<file path="src/rtl/counter_pkg.sv">
// Shared definitions for the counter family: direction encoding and a
// ceiling-log2 helper used to size internal counters.
package counter_pkg;

  typedef enum logic {
    CNT_DN = 1'b0,
    CNT_UP = 1'b1
  } cnt_dir_e;

  function automatic int unsigned clog2(input int unsigned v);
    int unsigned r;
    r = 0;
    while ((64'd1 << r) < 64'(v)) r++;
    return r;
  endfunction

endpackage

</file>
<file path="src/rtl/cnt_prescaler.sv">
// Enable-qualified phase counter producing a one-cycle step strobe every
// PRESCALE enabled cycles; with PRESCALE=1 the strobe follows en directly.
module cnt_prescaler
  import counter_pkg::*;
#(
  parameter int unsigned PRESCALE = 1
) (
  input  logic clk,
  input  logic reset,
  input  logic en,
  input  logic sync_clr,
  output logic strobe
);

  localparam int unsigned PW = (clog2(PRESCALE) > 0) ? clog2(PRESCALE) : 1;
  localparam logic [PW-1:0] LAST = PW'(PRESCALE - 1);

  logic [PW-1:0] phase;
  logic          at_last;

  assign at_last = (phase == LAST);
  assign strobe  = en & at_last;

  always_ff @(posedge clk or posedge reset) begin
    if (reset) begin
      phase <= '0;
    end else if (sync_clr) begin
      phase <= '0;
    end else if (en) begin
      phase <= at_last ? '0 : phase + PW'(1);
    end
  end

endmodule

</file>
<file path="src/rtl/param_updown_counter.sv">
// Parametrised synchronous up/down counter with modulus, parallel load,
// synchronous clear, prescaled enable and wrap/terminal-count flags.
module param_updown_counter
  import counter_pkg::*;
#(
  parameter int unsigned WIDTH    = 4,
  parameter int unsigned MODULUS  = 2 ** WIDTH,
  parameter int unsigned PRESCALE = 1
) (
  input  logic             clk,
  input  logic             reset,
  input  logic             en,
  input  logic             up_dn,
  input  logic             clear,
  input  logic             load,
  input  logic [WIDTH-1:0] load_val,
  output logic [WIDTH-1:0] q,
  output logic             tick,
  output logic             tc,
  output logic             wrap,
  output logic             ovf_sticky
);

  localparam logic [WIDTH-1:0] QMAX = WIDTH'(MODULUS - 1);

  logic strobe;
  logic at_max;
  logic at_min;

  // Load also restarts the prescale phase so the next step is a full period away.
  cnt_prescaler #(
    .PRESCALE(PRESCALE)
  ) u_prescaler (
    .clk     (clk),
    .reset   (reset),
    .en      (en),
    .sync_clr(clear | load),
    .strobe  (strobe)
  );

  assign at_max = (q == QMAX);
  assign at_min = (q == '0);
  assign tc     = (up_dn == CNT_UP) ? at_max : at_min;

  always_ff @(posedge clk or posedge reset) begin
    if (reset) begin
      q          <= '0;
      tick       <= 1'b0;
      wrap       <= 1'b0;
      ovf_sticky <= 1'b0;
    end else if (clear) begin
      q          <= '0;
      tick       <= 1'b0;
      wrap       <= 1'b0;
      ovf_sticky <= 1'b0;
    end else if (load) begin
      q    <= (load_val > QMAX) ? QMAX : load_val;
      tick <= 1'b0;
      wrap <= 1'b0;
    end else begin
      tick <= strobe;
      wrap <= 1'b0;
      if (strobe) begin
        if (up_dn == CNT_UP) begin
          if (at_max) begin
            q          <= '0;
            wrap       <= 1'b1;
            ovf_sticky <= 1'b1;
          end else begin
            q <= q + WIDTH'(1);
          end
        end else begin
          if (at_min) begin
            q          <= QMAX;
            wrap       <= 1'b1;
            ovf_sticky <= 1'b1;
          end else begin
            q <= q - WIDTH'(1);
          end
        end
      end
    end
  end

endmodule

</file>
<file path="config.mk">
export PLATFORM = sky130hd
export DESIGN_NAME = param_updown_counter
export DESIGN_NICKNAME = d
export VERILOG_FILES = /design/src/rtl/counter_pkg.sv /design/src/rtl/cnt_prescaler.sv /design/src/rtl/param_updown_counter.sv
export SDC_FILE = /design/constraint.sdc
export NUM_CORES = 1
export LEC_CHECK = 0
export ABC_CLOCK_PERIOD_IN_PS = 4900
export BUFFER_PORTS_ARGS = -buffer_cell sky130_fd_sc_hd__buf_4
export CAP_MARGIN = 40
export CORE_AREA = 2 2 39 41
export DETAILED_ROUTE_END_ITERATION = 12
export DIE_AREA = 0 0 41 43
export GPL_TIMING_DRIVEN = 0
export SYNTH_ARGS = -nofsm -noshare
export SYNTH_HDL_FRONTEND = slang
export SYNTH_HIERARCHICAL = 1
export SYNTH_SLANG_ARGS = --single-unit
</file>
<file path="constraint.sdc">
create_clock -name clk -period 4.9 [get_ports clk]
set_clock_uncertainty 0.2 [all_clocks]
set_input_delay 0.98 -clock clk [delete_from_list [all_inputs] [get_ports clk]]
set_output_delay 0.98 -clock clk [all_outputs]
set_load 0.05 [all_outputs]
</file>
After elaboration in Yosys (flattened, before gate mapping)
Index checks and enable logic that the tools add are counted.

Bits in latches: 0. Flip-flop bits (word level): 8. Bits in writable memories: 0. Output and inout bits: 8. Word-level logic and storage cells: 46. Bits in read-only memories: 0. Memories kept: 0.

$mul: 0. Eq/ne operators: 3. Bitwise gates (word level): 3. Shift operators: 0. Reductions and logical operators: 6. Divide/modulo/power cells: 0. $add $sub $neg: 3. Muxes and demuxes: 25. $lt $le $gt $ge: 1.

Operator list (count): two-way mux 4 bit (7); two-way mux 1 bit (18); nonzero test 3 bit (2); adder 4 x 1 -> 4 bit (second input constant) (1); equality test 4 bit (second input constant) (1); greater-than comparator 4 bit (second input constant) (1); logical NOT 4 bit (1); AND reduction 4 bit (1); nonzero test 2 bit (2); subtractor 4 x 1 -> 4 bit (second input constant) (1); != test 3 x 1 -> 1 bit (second input constant) (1); != test 2 bit (second input constant) (1); adder 1 bit (second input constant) (1); AND 1 bit (1); inverter 1 bit (1); bitwise OR 1 bit (1).

Depth between registers and ports, before layout
Depth in word-level cells: 6. Depth in mapped cells: 6. Gate-level depth less buffers: 6.

Modules after synthesis
The synthesis kept the hierarchy.

Modules (own cells, without submodules): param_updown_counter (instances 1, cells each 49, area an instance 439.2 um^2); cnt_prescaler (instances 1, cells each 1, area an instance 7.5 um^2).

Worst setup path before layout
No wires, ideal clock.

Kind: input-to-output. Start point: input port up_dn. End point: output port tc. Arrival time: 1987 ps. Buffers on the path: 0. Cell stages on the path: 2. Path slack: 1733 ps. Required time: 3720 ps. Path through: or4b_2 > nand2_1.

Cells in the longest elaborated chain, start to end: 1.

Ends and longest elaborated chain: start, declared (line param_updown_counter.sv:13) `input logic up_dn,`; two-way mux 1 bit (line param_updown_counter.sv:43) `assign tc = (up_dn == CNT_UP) ? at_max : at_min;`; end, declared (line param_updown_counter.sv:19) `output logic tc,`.

Every way passes these cells.

Worst setup path in the final report
Ends and elaborated chain as after synthesis.

==> metrics.md <==
| Metric | Value |
|---|---|
| Outcome | completed |
| CTS Hold Buffers Added | 0 |
| Crit-path most repeated cell | buf_4 |
| Crit path required time | 3.72 ns |
| PD cells | 279 mW/mm^2 |
| Hold Path Depth | 2 |
| Final hold viol count | 0 |
| IO Pins | 18 |
| Slew Viols, Final | 0 |
| DR iter-0 viols | 8 |
| Chip width | 41 um |
| Crit path from | up_dn |
| Initial Utilization | 32.3% |
| Yosys warnings | 6 |
| TritonCTS buffer count | 3 |
| Switch Pwr | 0.0582 mW |
| Overflow after GRT | 0 |
| Avg Vias per Cell | 5.03 |
| Sequential share of power | 38.9% |
| Seq. cell area | 175 um^2 |
| Int Power | 0.113 mW |
| Worst vdd ir | 0.0000985 V |
| Max H-tree Level | 1 |
| Top cell type's share of synthesized area | 39.2% |
| CP Depth | 4 |
| Routed WL | 986 um |
| First-pass GRT wire length | 1550 um |
| Setup crit start kind | input pin |
| R2R cell count | 6 |
| Worst EP arrival | 2.09 ns |
| # setup viols final | 0 |
| Ant diodes | 0 |
| Yosys reg bits | 7 |
| Worst Tran Pin Value | 0.277 ns |
| Initial antenna violation count | 0 |
| Fin crit share | 66.7% |
| Worst Path Buf+Inv | 2 |
| Multi-input logic area | 234 um^2 |
| GR Util All Layers | 13.3% |
| Syn nets | 62 |
| CP Cell Sequence | buf_4 > or4b_2 > nand2_1 > buf_4 |
| Wire per inst | 11.5 um |
| Longest Clk Path Bufs | 2 |
| Root Driver | clkbuf_4 |
| Clock transition at the registers of the reported paths | 0.05 ns |
| Number of synthesized flops with an enable pin | 0 |
| Placed cell count | 82 |
| Clk sinks | 7 |
| Crit Path Class | input pin to output pin |
| Slowest stage delay, CP | 0.62 ns |
| Post-route ant nets | 0 |
| Max Fclk | 306 MHz |
| Post-Synthesis Cell Area | 447 um^2 |
| Hold Crit Class | flip-flop to flip-flop |
| Reg2Reg Capture Point | q[0]$_DFFE_PP0P_ |
| Leakage power | 0.317 nW |
| Yosys top cell by area | dfrtp_1 |
| Post-route cell area | 613 um^2 |
| Critical register-to-register path startpoint | q[0]$_DFFE_PP0P_ |
| Register area share after synthesis | 39.2% |
| Top FF cell, synth | dfrtp_1 |
| Setup tns final | 0 ns |
| Asr flop ratio synth | 100% |
| Pre-antenna DRT Iters | 4 |
| Unrepaired setup endpoints after global routing | false |
| Final non-filler cell total | 86 |
| Worst skew pair latency | 0.25 ns |
| CTS tree | done |
| Post-synth cell types | 25 |
| Minimum clock period | 3.27 ns |
| Syn avg cell area | 8.93 um^2 |
| DRC viols | 0 |
| Pin count of the biggest net entering global routing | 9 |
| Die area | 0.00176 mm^2 |
| Clock Power Share | 31.4% |
| Fillers | 154 |
| Layout area overhead | 37.3% |
| Nets@finish | 83 |
| Die height | 43 um |
| Row count | 14 |
| CP Capture Type | output pin |
| Net Sw Frac | 34.0% |
| Post_cts resized | 0 |
| Max Cap Viol | 0 |
| Vias in the first global route | 371 |
| Gpl congestion | 0.713 |
| CP max stage cell | or4b_2 |
| Core area | 0.00138 mm^2 |
| Max_slew headroom | 81.5% |
| Port buffer count | 16 |
| CP top delay family | simple AND/OR/NAND/NOR gates |
| Syn Inst Count | 50 |
| Worst setup endpoint | tc |
| Setup Fix Bufs, Post-CTS | 0 |
| Logic gate share of total power | 29.7% |
| Vias | 433 |
| CP max FO | 6 |
| Placement Cell Area | 587 um^2 |
| Top cells by area, synth | dfrtp_1 (39%), ha_1 (5.6%), inv_1 (5.0%) |
| FF-to-FF setup slack | 2.80 ns |
| Fraction of layout cells with a size suffix above 1 | 37.1% |
metrics by stage:
step	total power [mW]	utilization (%)	worst slack, ns	hold slack (ns)
floorplan	0.101	-	1.73	0.583
global placement	0.118	42.4	1.64	0.297
detailed placement	0.118	42.4	1.64	0.301
CTS	0.172	44.3	1.64	0.312
global route	0.182	44.3	1.60	0.329
finish	0.171	44.3	1.63	0.303
area by class of cell:
class	instances	share of cell area, %
Multi-Input combinational cell	34	38.2
Tap cell	16	3.27
Timing Repair Buffer	16	19.6
Inverter	8	4.90
Buffer	1	1.22
Sequential cell	7	28.6
Clock buffer	4	4.29
cells in the mapped netlist (2+ instances only):
cell	count
a21oi_1	4
a221oi_1	2
dfrtp_1	7
ha_1	2
inv_1	6
inv_2	2
mux2i_1	2
nand2_1	4
nor2_1	5
power groups by stage:
stage | combinational (mW) | clock, mW | sequential, mW
2_1_floorplan | 0.0226 | 0 | 0.0780
3_3_place_gp | 0.0505 | 0 | 0.0674
3_5_place_dp | 0.0510 | 0 | 0.0675
4_1_cts | 0.0512 | 0.0541 | 0.0665
5_1_grt | 0.0552 | 0.0597 | 0.0670
6_report | 0.0508 | 0.0537 | 0.0664
placed cells by master, fill, tap and decap left out, types with 2 or more instances in the layout:
cell and count:
buf_4 17, dfrtp_1 7, inv_1 6, nor2_1 5, a21oi_1 4, nand2_1 4
clkbuf_4 3, inv_2 2, a221oi_1 2, mux2i_1 2, ha_1 2
worst min path at each step:
| stage | startpoint | endpoint | slack [ns] |
|---|---|---|---|
| 2_1_floorplan | reset | ovf_sticky$_DFFE_PP0P_ | 0.58 |
| 3_3_place_gp | ovf_sticky$_DFFE_PP0P_ | ovf_sticky$_DFFE_PP0P_ | 0.30 |
| 3_5_place_dp | ovf_sticky$_DFFE_PP0P_ | ovf_sticky$_DFFE_PP0P_ | 0.30 |
| 4_1_cts | ovf_sticky$_DFFE_PP0P_ | ovf_sticky$_DFFE_PP0P_ | 0.31 |
| 5_1_grt | ovf_sticky$_DFFE_PP0P_ | ovf_sticky$_DFFE_PP0P_ | 0.33 |
| 6_report | ovf_sticky$_DFFE_PP0P_ | ovf_sticky$_DFFE_PP0P_ | 0.30 |
cell families after synthesis:
group	share of synthesized area (%)
fa+ha+maj	5.60
flops	39.2
simple gates	18.5
xor+xnor	3.92
buf+inv	8.40
compound gates	19.9
mux	4.48
state kept, by name (all words and copies together) (netlist names):
| register | count |
|---|---|
| wrap | 1 |
| q | 4 |
| tick | 1 |
| ovf_sticky | 1 |
worst min-delay path, stage by stage (launching register included):
cell and delay, ns:
dfrtp_1 0.34, a31oi_1 0.04, nor2_1 0.08
per-layer routing:
| metal | GRT usage (%) | routed length [um] |
|---|---|---|
| met1 | 15.7 | 452 |
| met2 | 19.7 | 463 |
| met3 | 4.71 | 57 |
| met4 | 8.00 | 12 |
| met5 | 0 | 0 |
(Power assumes the default switching activity.)
